[src/rtl/fetch_unit.sv]
// Instruction-fetch stage: owns the PC, waits a fixed memory latency per fetch,
// captures the returned word into the IR and hands it to decode via valid/ack.
// Branch/jump redirects override everything and abort an in-flight fetch.
module fetch_unit #(
  parameter logic [31:0] RESET_PC = 32'h0000_0000,
  parameter int          MEM_LAT  = 1            // legal 1..16
) (
  input  logic        clk_i,
  input  logic        rst_ni,
  input  logic        fetch_en_i,
  input  logic        ir_ack_i,
  input  logic        redirect_valid_i,
  input  logic [31:0] redirect_pc_i,
  output logic [31:0] imem_addr_o,
  input  logic [31:0] imem_rdata_i,
  output logic [31:0] ir_o,
  output logic [31:0] ir_pc_o,
  output logic [31:0] pc_plus4_o,
  output logic        ir_valid_o,
  output logic        busy_o,
  output logic        misaligned_err_o
);

  typedef enum logic [1:0] {IDLE, WAIT, VALID} state_e;

  // Countdown start value: the capture happens on the cycle where cnt reaches 0.
  localparam logic [3:0] CNT_INIT = 4'(MEM_LAT - 1);

  state_e      state_q, state_d;
  logic [3:0]  cnt_q, cnt_d;
  logic [31:0] pc_q, pc_d;
  logic [31:0] ir_q, ir_d;
  logic [31:0] ir_pc_q, ir_pc_d;
  logic        ir_valid_q, ir_valid_d;
  logic        err_q, err_d;

  // State register; reset aborts any fetch immediately.
  always_ff @(posedge clk_i or negedge rst_ni) begin
    if (!rst_ni) begin
      state_q    <= IDLE;
      cnt_q      <= 4'd0;
      pc_q       <= RESET_PC;
      ir_q       <= 32'd0;
      ir_pc_q    <= 32'd0;
      ir_valid_q <= 1'b0;
      err_q      <= 1'b0;
    end else begin
      state_q    <= state_d;
      cnt_q      <= cnt_d;
      pc_q       <= pc_d;
      ir_q       <= ir_d;
      ir_pc_q    <= ir_pc_d;
      ir_valid_q <= ir_valid_d;
      err_q      <= err_d;
    end
  end

  // Next-state logic: redirect wins over every handshake, then the fetch FSM.
  always_comb begin
    state_d    = state_q;
    cnt_d      = cnt_q;
    pc_d       = pc_q;
    ir_d       = ir_q;
    ir_pc_d    = ir_pc_q;
    ir_valid_d = ir_valid_q;
    err_d      = err_q;

    if (redirect_valid_i) begin
      // Drop the low bits so the PC stays word aligned; flag the bad target.
      pc_d       = {redirect_pc_i[31:2], 2'b00};
      ir_valid_d = 1'b0;
      cnt_d      = 4'd0;
      state_d    = IDLE;
      if (redirect_pc_i[1:0] != 2'b00) begin
        err_d = 1'b1;
      end
    end else begin
      case (state_q)
        IDLE: begin
          if (fetch_en_i) begin
            state_d = WAIT;
            cnt_d   = CNT_INIT;
          end
        end
        WAIT: begin
          if (cnt_q != 4'd0) begin
            cnt_d = cnt_q - 4'd1;
          end else begin
            ir_d       = imem_rdata_i;
            ir_pc_d    = pc_q;
            pc_d       = pc_q + 32'd4;
            ir_valid_d = 1'b1;
            state_d    = VALID;
          end
        end
        VALID: begin
          // An unconsumed IR is never overwritten: fetch_en alone is ignored.
          if (ir_ack_i) begin
            ir_valid_d = 1'b0;
            if (fetch_en_i) begin
              state_d = WAIT;
              cnt_d   = CNT_INIT;
            end else begin
              state_d = IDLE;
            end
          end
        end
        default: begin
          state_d = IDLE;
        end
      endcase
    end
  end

  assign imem_addr_o      = pc_q;
  assign ir_o             = ir_q;
  assign ir_pc_o          = ir_pc_q;
  assign pc_plus4_o       = ir_pc_q + 32'd4;
  assign ir_valid_o       = ir_valid_q;
  assign busy_o           = (state_q == WAIT);
  assign misaligned_err_o = err_q;

endmodule

[config.mk]
export PLATFORM = sky130hd
export DESIGN_NAME = fetch_unit
export DESIGN_NICKNAME = d
export VERILOG_FILES = /design/src/rtl/fetch_unit.sv
export SDC_FILE = /design/constraint.sdc
export NUM_CORES = 1
export LEC_CHECK = 0
export CORE_ASPECT_RATIO = 1.25
export CORE_UTILIZATION = 44
export CTS_CLUSTER_SIZE = 10
export DETAILED_ROUTE_END_ITERATION = 7
export GPL_TIMING_DRIVEN = 1
export MAX_ROUTING_LAYER = met4
export PLACE_DENSITY_LB_ADDON = 0.08
export SLEW_MARGIN = 40
export SYNTH_ARGS = -nofsm -noshare
export SYNTH_HDL_FRONTEND = slang
export SYNTH_SLANG_ARGS = --single-unit
[constraint.sdc]
create_clock -name clk_i -period 2.9 [get_ports clk_i]
set_clock_uncertainty 0.2 [all_clocks]
set_input_delay 0.58 -clock clk_i [delete_from_list [all_inputs] [get_ports clk_i]]
set_output_delay 0.58 -clock clk_i [all_outputs]
set_load 0.02 [all_outputs]
==> summary.md <==
| Metric | Value |
|---|---|
| Die height | between 100 and 150 µm |
| Status | finished, final reports clean |
| Non-Filler Instances | 830 |
| Vias per cell | between 5 and 6 |
| Worst EP required | roughly 2.1 ns |
| CTS Sinks | 100 |
| Drt first pass iters | 4 |
| Core Rows | 43 |
| Synth area leaders | dfrtp_1 48%, mux2_2 13%, xnor2_1 4.9%, nand3_1 2.6%, nand2_1 2.5% |
| H-tree depth | 3 |
| FILL cells | 929 |
| CP Class | reg2out |
| Count leader, synth | dfrtp_1 |
| Dpl ws | 0.137 ns |
| Dominant cell type by area after synthesis | dfrtp_1 |
| WHS | 0.0665 ns |
| CTS clk-pin slew, worst paths | 0.07 ns |
| #FFs+latches synth | 100 |
| Synth cell types | 55 |
| Pwr per Cell Area | 919 nW/µm² |
| CTS root buffer | clkbuf_16 |
| Largest net degree at the start of global routing | 66 |
| Final setup vio count | 0 |
| Worst slew margin | 53.6% |
| Initial antenna violation count | 0 |
| Final WS setup | 0.122 ns |
| IO Count | 200 |
| Total number of vias | 4,641 |
| Final Cell Area | around 7600 µm² |
| TNS Setup | 0 ns |
| Main flop type after synthesis | dfrtp_1 |
| Maxcap violations | 0 |
| Port buffer count | 193 |
| Slowest CP cell | clkdlybuf4s50_1 |
| Slew Limit Fails | 0 |
| Layout area overhead | 46.7% |
| Gate Count Post-Synth | 481 |
| Final Cycle Share | 95.8% |
| CP bufs+invs | 1 |
| Global-route wire length before repair | 22.9 mm |
| Final HPWL from detailed placement | roughly 11 mm |
| Initial core utilization | 45.8% |
| Post-route ant nets | 0 |
| Final hold violation count | 0 |
| Netlist Area Pre-Place | 5180 µm² |
| Initial DRC count | 220 |
| Final min period | 2.78 ns |
| HP Class | in2async |
| Share of the synthesized area in the top cell type | 48.3% |
| Cell Count Post-Placement | about 810 |
| Worst Path Arrival | 2.00 ns |
| Kind of cell adding the most delay to the critical path | buffers and inverters |
| Die W | between 90 and 100 µm |
| Routability cong. | slightly above 0.8 |
| Post-Place Cell Area | between 7000 and 8000 µm² |
| Crit end category | primary output |
| Critical path startpoint category | flip-flop |
| Fmax | 0.360 GHz |
| Critical path cell sequence | ha_1 -> nand2_1 -> nor2_1 -> xor2_1 -> clkdlybuf4s50_1 |
| Crit-path max FO | 4 |
| Number of global-route vias before repair | 4,464 |
| Layout cell share with drive strength beyond 1 | 19.0% |
| Yosys Warn Count | 0 |
| Total global-route track usage | 24.8% |
| Slew of the pin with the lowest slew margin | between 0.6 and 0.7 ns |
| DR DRC count | 0 |
| Syn Area/Cell | 10.8 µm² |
| Number of flops mapped to enable cells by yosys | 0 |
| WL/cell | 17.4 µm |
| CTS tree | built |
| Clk Latency, worst-skew pair | 0.34 ns |
| TritonCTS buffer count | 9 |
| Peak VDD IR | 0.722 mV |
| RSZ-0062 raised after global routing | false |
| Top post-synthesis cells by count | 100 x dfrtp_1, 61 x mux2_2, 35 x nand2_1 |
| DIE AREA | 12,200 µm² |
| Core ar. | about 11,000 µm² |
| Asr flop ratio synth | 100% |
| Max clock buf depth | 2 |
| Sequential area share after synthesis | 48.3% |
| Antenna Diode Count | 0 |
| Routed Wire Length | approximately 14 mm |
| CP peak stage delay | between 0.6 and 0.7 ns |
| NumNets Final | 764 |
| P_leak | slightly above 0.003 µW |
| Remaining Overflow, GRT | 0 |
final cells by class:
cell class	instances	area (µm²)	share of cell area, %
sequential	100	2500	32.9
multi-input combinational	344	2490	32.7
timing repair buffer	223	2100	27.6
clock buffer	10	239	3.14
tap	135	169	2.22
clock inverter	5	52.6	0.691
inverter	13	48.8	0.642
flip-flops by register name (all words and copies together) (netlist names):
name              count
ir_valid_o            1
ir_o                 32
imem_addr_o          30
cnt_q                 4
misaligned_err_o      1
state_q               2
ir_pc_o              30
cells by family (layout without fill, tap and decap cells):
logic type,Yosys count,in the layout,synth area share (%)
other,1,6,0.0724
DFF,100,100,48.3
and+or+nand+nor,175,175,19.2
buffers and inverters,42,251,4.28
muxes,62,62,13.5
xor gates and xnor gates,38,38,6.43
adders and majority gates,4,4,0.966
AOI/OAI and AO/OA,59,59,7.32
per-layer routing:
layer,part of all wire [%],global-route usage [%],vias up
met2,50,40.7,190
met1,42,31.2,2250
met5,0,-,-
met4,2.2,10.8,0
li1,-,-,2176
met3,5.7,3.00,25
power by group:
part	switching, µW	internal (µW)	leakage (µW)
Combinational	1740	1780	0.00175
Clock	507	683	0.000144
Sequential	410	1870	0.00119
Total	2650	4330	0.00308
stage by stage:
step                power, µW  utilization [%]
floorplan                4010                -
global placement         5900             65.3
detailed placement       5980             65.3
CTS                      7060             67.6
global route             7330             67.3
finish                   6990             67.3
worst paths after layout:
check	cells after the start	endpoint	start	slack [ns]
setup / recovery	5	pc_plus4_o[8]	ir_pc_o[2]	0.12
hold / removal	1	ir_pc_o[24]	rst_ni	0.07
setup reg to reg	6	ir_o[11]	cnt_q[0]	0.37
hold reg to reg	1	misaligned_err_o	misaligned_err_o	0.29
max in group asynchronous	2	ir_o[5]	rst_ni	1.71
min in group clk_i	1	misaligned_err_o	misaligned_err_o	0.29
layout by cell type (no fill, tap or decap), drive strengths merged, types with 15 or more instances in the layout:
cell type,instances
clkdlybuf4s50,169
dfrtp,100
mux2,61
nand2,35
buf,33
xnor2,29
nand3,28
nor2,24
clkbuf,22
nand4,20
o21ai,16
a31oi,15
or4,15
repair_timing:
item | CTS | global route
hold buffers | 0 | 0
pin swaps | 0 | 2
endpoints found under the hold margin | 0 | 0
buffers inserted | 0 | 1
gates resized for setup | 23 | 41
endpoints found under the setup margin | 23 | 17
No activity file was read; power rests on OpenSTA's default activity.
